`src/rtl/sap1_datapath.sv`:
```
// SAP-1 datapath: W-bus, PC/MAR/IR/A/B/OUT registers, 16x8 RAM and add/sub ALU.
// Consumes the 12-bit controller word and returns the opcode for sequencing.
module sap1_datapath #(
  parameter int          WIDTH   = 8,
  parameter int          ADDR    = 4,
  parameter logic [11:0] IDLE_CW = 12'h3E3
) (
  input  logic             clk,
  input  logic             clr,
  input  logic [11:0]      cntrl_bus,
  input  logic             prog_we,
  input  logic [ADDR-1:0]  prog_addr,
  input  logic [WIDTH-1:0] prog_data,
  output logic [3:0]       opcode,
  output logic [WIDTH-1:0] out_port,
  output logic [WIDTH-1:0] w_bus,
  output logic             carry,
  output logic             halt,
  output logic             bus_conflict
);

  localparam int DEPTH = 2 ** ADDR;

  // XOR with the idle word turns every control line active-high.
  logic [11:0] act;
  assign act = cntrl_bus ^ IDLE_CW;

  logic cp, ep, lm, ce, li, ei, la, ea, su, eu, lb, lo;
  assign cp = act[11];
  assign ep = act[10];
  assign lm = act[9];
  assign ce = act[8];
  assign li = act[7];
  assign ei = act[6];
  assign la = act[5];
  assign ea = act[4];
  assign su = act[3];
  assign eu = act[2];
  assign lb = act[1];
  assign lo = act[0];

  logic [ADDR-1:0]  pc;
  logic [ADDR-1:0]  mar;
  logic [WIDTH-1:0] ir;
  logic [WIDTH-1:0] a;
  logic [WIDTH-1:0] b;
  logic [WIDTH-1:0] out_q;
  logic             carry_q;

  logic [WIDTH-1:0] ram [DEPTH];
  logic [WIDTH-1:0] ram_rd;
  assign ram_rd = ram[mar];

  always_ff @(posedge clk) begin
    if (prog_we) ram[prog_addr] <= prog_data;
  end

  logic [WIDTH-1:0] b_op;
  logic [WIDTH:0]   sum;
  assign b_op = su ? ~b : b;
  assign sum  = {1'b0, a} + {1'b0, b_op} + (WIDTH+1)'(su);

  logic [WIDTH-1:0] pc_ext;
  logic [WIDTH-1:0] ir_ext;
  assign pc_ext = {{(WIDTH-ADDR){1'b0}}, pc};
  assign ir_ext = {{(WIDTH-ADDR){1'b0}}, ir[ADDR-1:0]};

  always_comb begin
    w_bus = '0;
    if (ep)      w_bus = pc_ext;
    else if (ce) w_bus = ram_rd;
    else if (ei) w_bus = ir_ext;
    else if (ea) w_bus = a;
    else if (eu) w_bus = sum[WIDTH-1:0];
  end

  logic [4:0] drv;
  assign drv          = {ep, ce, ei, ea, eu};
  assign bus_conflict = |(drv & (drv - 5'd1));

  always_ff @(posedge clk) begin
    if (clr) begin
      pc      <= '0;
      mar     <= '0;
      ir      <= '0;
      a       <= '0;
      b       <= '0;
      out_q   <= '0;
      carry_q <= 1'b0;
    end else begin
      if (cp) pc <= pc + ADDR'(1);
      if (lm) mar <= w_bus[ADDR-1:0];
      if (li) ir <= w_bus;
      if (la) a <= w_bus;
      if (lb) b <= w_bus;
      if (lo) out_q <= w_bus;
      if (eu && la) carry_q <= sum[WIDTH];
    end
  end

  assign opcode   = ir[WIDTH-1 -: 4];
  assign halt     = (opcode == 4'hF);
  assign out_port = out_q;
  assign carry    = carry_q;

endmodule

```
`config.mk`:
```
export PLATFORM = sky130hd
export DESIGN_NAME = sap1_datapath
export DESIGN_NICKNAME = d
export VERILOG_FILES = /design/src/rtl/sap1_datapath.sv
export SDC_FILE = /design/constraint.sdc
export NUM_CORES = 1
export LEC_CHECK = 0
export ABC_CLOCK_PERIOD_IN_PS = 7400
export CELL_PAD_IN_SITES_DETAIL_PLACEMENT = 0
export CELL_PAD_IN_SITES_GLOBAL_PLACEMENT = 1
export CORE_ASPECT_RATIO = 1.5
export CORE_MARGIN = 2
export CORE_UTILIZATION = 30
export CTS_CLUSTER_DIAMETER = 120
export DETAILED_ROUTE_END_ITERATION = 7
export GPL_TIMING_DRIVEN = 0
export PLACE_DENSITY = 0.6
export SYNTH_ARGS = -nofsm -noshare
export SYNTH_HDL_FRONTEND = slang
export SYNTH_SLANG_ARGS = --single-unit
```
`constraint.sdc`:
```
create_clock -name clk -period 7.4 [get_ports clk]
set_input_delay 1.48 -clock clk [delete_from_list [all_inputs] [get_ports clk]]
set_output_delay 1.48 -clock clk [all_outputs]
set_load 0.01 [all_outputs]
```
==> key figures, run 1 <==
Final layout
  – Final core area utilization: 0.3677
  – Register Area: between 4000 and 5000 µm²
  – Post-route cell area: around 9000 µm²
  – Final net count: 639
  – Syn-to-layout area delta: 20.33%
  – Share of layout cells above drive strength 1: 0.1561
  – Area of the multi-input gates: approximately 2500 µm²
  – Fillers: ~2400
  – Antenna fix cells: 0

Global route
  – Total Routing Usage GR: 0.1500
  – Largest net degree at the start of global routing: 19
  – First-pass GRT wire length: about 29 mm
  – Vias in the first global route: 4771
  – Initial antenna violation count: 0
  – Overflow after GRT: 0

Critical path
  – Endpoint class of the critical path: primary output
  – End point of the critical path: w_bus[6]
  – Worst Setup SP: cntrl_bus[3]
  – WP data required: a little under 6 ns
  – Reg2reg end: mar[0]
  – R2R Setup Slk: 4.60 ns
  – Type of origin of the critical path: primary input
  – Crit path max fanout: 8
  – Critical path class: in2out
  – R2R cell count: 8
  – Critical path arrival: 4.37 ns

Timing
  – Final Hold Vio Count: 0
  – Slew Limit Fails: 0
  – WHS: between 0.4 and 0.5 ns
  – Tcrit/Tclk final: 0.7903
  – Worst clock skew: between 0.015 and 0.02 ns
  – Worst-Margin Slew: approximately 1.2 ns
  – Final worst path period need: 5.848 ns
  – Slew margin rel.: 0.2088
  – RSZ-0062 raised after global routing: false
  – Setup tns final: 0 ns
  – Final setup fails: 0
  – Peak Freq: between 0.15 and 0.2 GHz

Placed design
  – Final GP Congestion: about 0.86
  – Placed Instance Area: 8359 µm²
  – DP Wirelength: approximately 13 mm
  – Number of I/O port buffers: 46

Yosys
  – Area of the mapped netlist: ~7400 µm²
  – Count of different cell masters after synthesis: 53
  – Post-synth net total: approximately 570
  – Post-synth top area cell: edfxtp_1
  – Top post-synthesis cells by area: edfxtp_1 (52%), dfxtp_1 (12%), mux4_2 (9.4%)
  – Number of register bits inferred by synthesis: ~170
  – Share of the yosys chip area belonging to registers: 0.6377
  – Cells after Synth: approximately 530
  – Post-synth EDFFs: ~130
  – Asr flop ratio synth: 0
  – Most frequent cell after synthesis: edfxtp_1
  – Share of the synthesized area in the top cell type: 0.5166
  – Ys Warns: 0
  – Mapped Avg Cell Area: ~14 µm²
  – List of most frequent post-synthesis cells: edfxtp_1 (128), nand2_1 (48), nor2_1 (47)
  – Commonest register cell after synthesis: edfxtp_1

Die
  – Initial Util: 0.3055
  – # IOs: 50
  – CORE AREA: 24350 µm²
  – Die area: between 20000 and 30000 µm²
  – Die Wd: between 100 and 150 µm
  – Die height: around 200 µm
  – # rows: 70

Clocking
  – CTS Root Cell: clkbuf_16
  – Cts bufs inserted: 17
  – Cts repair resizes: 0
  – Hold_buf cts: 0
  – Clock-pin slew on the worst setup and hold paths: ~0.070 ns
  – Clk sink count: 173
  – Worst-skew pair later-pin latency: between 0.4 and 0.5 ns
  – Htree depth: 4
  – Post-CTS Setup Repair Bufs: 0
  – CTS tree: yes
  – Clock buffer depth: 2

Detailed routing
  – Drt via density: 4.911
  – Total number of vias: approximately 4600
  – Final WL: roughly 19 mm
  – DRC: 0
  – Wirelength per Cell: about 20 µm
  – Initial DRC count: 300
  – First-pass DRT Iterations: 7
  – Final ANT Viol Nets: 0

Flow run
  – Max Cap Violations: 0

Power
  – Clock share of power: 0.405
  – Pwr/cell area: 248.4 nW/µm²
  – Gate power share: 0.108
  – Cell-internal power: about 1700 µW
  – Switching share of power: 0.2547
  – Static Leak: between 0.002 and 0.003 µW
  – Maximum vdd ir drop: roughly 0.16 mV
  – Switching pwr: roughly 570 µW
  – Sequential share of power: 0.487
  – Final Power: 2224 µW

Min path
  – Min-delay worst type: reg2reg
  – Hold Crit Depth: 2

Status
  – Status: completed
power groups by stage:
stage	logic [µW]	clock network (µW)	registers, µW
2_1_floorplan	149	0	1100
3_3_place_gp	239	0	1100
3_5_place_dp	242	0	1100
4_1_cts	244	917	1080
5_1_grt	264	956	1080
6_report	241	901	1080
cells by family (layout without fill, tap and decap cells):
group	after synthesis	count (layout)	synth area share
flip-flops	173	173	0.6377
AO/OA/AOI/OAI	92	92	0.08729
adder cells (fa/ha/maj)	10	10	0.01783
AND/OR/NAND/NOR	146	146	0.09048
XOR/XNOR	15	15	0.01766
buffers and inverters	49	130	0.02994
multiplexers	49	49	0.1191
registers in the layout, indices dropped and copies added, names as in the netlist, named ones only:
signal,count
a,8
b,8
carry,1
ir,8
mar,4
out_port,8
pc,4
ram,128
metrics by stage:
| step | setup slack, ns | instances |
|---|---|---|
| global placement | 1.569 | 904 |
| CTS | 1.555 | 939 |
| floorplan | 2.557 | 534 |
| detailed placement | 1.590 | 907 |
| finish | 1.552 | 939 |
| global route | 1.386 | 939 |
placed cells by master (no fill, tap or decap), types with 3 or more instances in the layout:
cell and instances:
ha_1 9, clkdlybuf4s50_1 46, o221ai_1 6, or2_1 4, o22ai_1 13, a311oi_1 11
nand2_1 48, inv_1 14, a21oi_1 15, mux4_2 31, mux2i_1 12, clkbuf_16 17
nand2b_1 3, clkbuf_1 20, nor2b_1 9, nand3b_1 3, inv_6 4, o21a_1 6
nand4_1 3, edfxtp_1 128, o21ai_0 16, dfxtp_1 45, a31oi_1 3, mux2_2 6
xnor2_1 5, or3_1 10, xor2_1 10, buf_6 4, nand3_1 4, o211ai_1 4
nor3_1 3, buf_2 4, nor3_2 4, nor2_1 47, inv_8 6, buf_4 7
metal layers:
metal | up-vias | part of all wire | track usage
met2 | 109 | 0.54 | 0.2788
met3 | 14 | 0.036 | 0.02803
met4 | 0 | 0.011 | 0.04142
met1 | 2322 | 0.41 | 0.1756
met5 | - | 0 | 0
li1 | 2166 | - | -
area by class of cell:
type	instances	area share
sequential	173	0.5300
multi-input combinational	312	0.2784
timing repair buffer	49	0.05521
clock buffer	17	0.04752
tap	324	0.04528
clock inverter	15	0.01873
buffer	34	0.01859
inverter	15	0.006289
worst min path at each step:
stage | to | slack (ns) | from
2_1_floorplan | flop | 0.43 | mar[3]
3_3_place_gp | out_port[3] | 0.45 | out_port[3]
3_5_place_dp | out_port[3] | 0.46 | out_port[3]
4_1_cts | out_port[3] | 0.47 | out_port[3]
5_1_grt | flop | 0.50 | mar[3]
6_report | out_port[3] | 0.46 | out_port[3]
worst max-delay path, cell delays in order:
cell and delay [ns]:
buf_2 0.23, xor2_1 0.24, inv_1 0.08, fa_1 0.40
nor2b_1 0.20, nor3_1 0.07, o21ai_0 0.31, xor2_1 0.15
a311oi_2 0.59, nor2_1 0.10, clkdlybuf4s50_1 0.50
No activity file was read; power rests on OpenSTA's default activity.
==> inputs of run 2 (changes only) <==
- ABC_CLOCK_PERIOD_IN_PS: 7400 -> 5100
- PLACE_DENSITY: 0.6 -> 0.62
- clock period: 7.4 -> 5.1 ns (I/O delays scaled with it)
==> run 2 against run 1 <==
Sequential power increased by 45%. Critical path depth unchanged. Die area unchanged. Sequential share of layout area decreased by 0.25 points. Clock power increased by 51%. Register-to-register slack got worse by 2.3 ns. Flip-flop and latch count unchanged. Final area increased by 0.48%. Clock skew decreased by 0.0050 ns.
==> key figures, run 2 (same netlist as run 1, synthesis figures left out) <==
Status
  – Status: completed (unchanged)

Detailed routing
  – Total number of vias: 4710 (was 4611)
  – Initial DRC count: 365 (was 300)
  – Drt via density: 5.011 (was 4.911)
  – Final ANT Viol Nets: 0 (unchanged)
  – First-pass DRT Iterations: 5 (was 7)
  – Final WL: 18.89 mm (was 18.82 mm)
  – Wirelength per Cell: 20.09 µm (was 20.04 µm)
  – DRC: 0 (unchanged)

Timing
  – Final setup fails: 0 (unchanged)
  – Worst clock skew: 0.01014 ns (was 0.01511 ns)
  – Slew Limit Fails: 0 (unchanged)
  – Worst-Margin Slew: 1.163 ns (was 1.182 ns)
  – Setup tns final: 0 ns (unchanged)
  – Final Hold Vio Count: 0 (unchanged)
  – Tcrit/Tclk final: 0.9611
  – Peak Freq: approximately 0.20 GHz
  – RSZ-0062 raised after global routing: false (unchanged)
  – Final worst path period need: between 4 and 5 ns
  – Slew margin rel.: 0.2218 (was 0.2088)
  – Final Worst Setup Slack: 0.1984 ns (was 1.552 ns)

Global route
  – Vias in the first global route: 4919 (was 4771)
  – Largest net degree at the start of global routing: 19 (unchanged)
  – Initial antenna violation count: 0 (unchanged)
  – Overflow after GRT: 0 (unchanged)
  – Total Routing Usage GR: 0.1495 (was 0.1500)
  – First-pass GRT wire length: 28.99 mm (was 29.08 mm)

Power
  – Maximum vdd ir drop: 0.2008 mV (was 0.1648 mV)
  – Pwr/cell area: 364.2 nW/µm² (was 248.4 nW/µm²)
  – Static Leak: 0.002949 µW (was 0.002937 µW)

Clocking
  – Cts repair resizes: 0 (unchanged)
  – Htree depth: 4 (unchanged)
  – Hold_buf cts: 0 (unchanged)
  – Worst-skew pair later-pin latency: 0.43 ns (about the same)
  – CTS tree: yes (unchanged)
  – Cts bufs inserted: 17 (unchanged)
  – Clock-pin slew on the worst setup and hold paths: 0.07 ns (about the same)
  – Clk sink count: 173 (unchanged)
  – CTS Root Cell: clkbuf_16 (unchanged)
  – Post-CTS Setup Repair Bufs: 0 (unchanged)
  – Clock buffer depth: 2 (unchanged)

Final layout
  – Syn-to-layout area delta: 20.90% (was 20.33%)
  – Largest Register: ram (unchanged)
  – Share of layout cells above drive strength 1: 0.1575 (was 0.1561)
  – Post-route cell area: 8995 µm² (was 8952 µm²)
  – Fillers: 2380 (was 2399)
  – Antenna fix cells: 0 (unchanged)
  – Final net count: 640 (was 639)
  – Most frequent cells in the layout: edfxtp_1 (128), nand2_1 (48), nor2_1 (47) (unchanged)
  – Max reg flops: 128 (unchanged)
  – Most common cell after layout, fill and taps aside: edfxtp_1 (unchanged)
  – Final Instance Count excl. Fillers: 940 (was 939)

Critical path
  – R2R Setup Slk: 2.30 ns (was 4.60 ns)
  – Worst Setup SP: cntrl_bus[3] (unchanged)
  – Slowest stage delay, CP: 0.58 ns (was 0.59 ns)
  – Endpoint class of the critical path: primary output (unchanged)
  – Critical path class: in2out (unchanged)
  – Type of origin of the critical path: primary input (unchanged)
  – Cell Chain, Critical Path: buf_2 -> xor2_1 -> inv_1 -> fa_1 -> nor2b_1 -> nor3_1 -> o21ai_0 -> xor2_1 -> a311oi_2 -> nor2_1 -> clkdlybuf4s50_1 (unchanged)
  – CP max-delay cell: a311oi_2 (unchanged)
  – WP data required: 4.08 ns (was 5.92 ns)
  – Critical path arrival: 3.88 ns (was 4.37 ns)
  – Crit path max fanout: 8 (unchanged)
  – Most used cell, CP: xor2_1 (unchanged)

Die
  – Die area: 26100 µm² (unchanged)
  – Die Wd: 132.6 µm (unchanged)
  – # IOs: 50 (unchanged)
  – Initial Util: 0.3055 (unchanged)
  – CORE AREA: 24350 µm² (unchanged)
  – Die height: 196.9 µm (unchanged)
  – # rows: 70 (unchanged)

Placed design
  – Placed Instance Area: 8371 µm² (was 8359 µm²)
  – Dpl ws: 0.2379 ns (was 1.590 ns)
  – Placed insts: 908 (was 907)
  – Final GP Congestion: 0.8152 (was 0.8608)
  – Number of I/O port buffers: 46 (unchanged)
  – DP Wirelength: 13.70 mm (was 13.44 mm)

Min path
  – Min-delay worst type: reg2reg (unchanged)
  – Min-delay src: out_port[3] (unchanged)

Flow run
  – Max Cap Violations: 0 (unchanged)
-- run 2: path summary, 6_finish.rpt --
kind / to / cells after the start
max reg2reg: a[5] / 7
min: out_port[3] / 2
min reg2reg: out_port[3] / 2
max: w_bus[6] / 11
-- run 2: worst max-delay path: cells and delay by family --
family	cells	cell delay, ns
compound gates	2	0.86
xor+xnor	2	0.36
fa+ha+maj	1	0.41
buf+inv	3	0.84
simple gates	3	0.39
-- run 2: power by group --
group          internal [µW]  switching [µW]
Combinational            153             198
Clock                    751             604
Sequential              1550            19.6
-- run 2: stage by stage --
stage / util / hold WS, ns / power (µW)
floorplan: - / 0.4314 / 1813
global placement: 0.3411 / 0.4509 / 1946
detailed placement: 0.3438 / 0.4524 / 1956
CTS: 0.3694 / 0.4635 / 3302
global route: 0.3694 / 0.5038 / 3392
finish: 0.3694 / 0.4621 / 3276
-- run 2: cell type report --
type	instances	area, µm²	share of cell area
buffer	34	166.4	0.01850
clock buffer	17	425.4	0.04729
clock inverter	15	198.9	0.02212
inverter	15	56.30	0.006260
multi-input combinational	312	2492	0.2771
sequential	173	4745	0.5275
tap	324	405.4	0.04507
timing repair buffer	50	505.5	0.05620
-- run 2: per-layer routing --
layer	vias to the layer above	global-route usage	share of wire	wire length [µm]
met5	-	0	0	0
met3	25	0.02778	0.040	758
li1	2174	-	-	-
met2	131	0.2794	0.55	10410
met4	0	0.05894	0.025	467
met1	2380	0.1666	0.38	7253
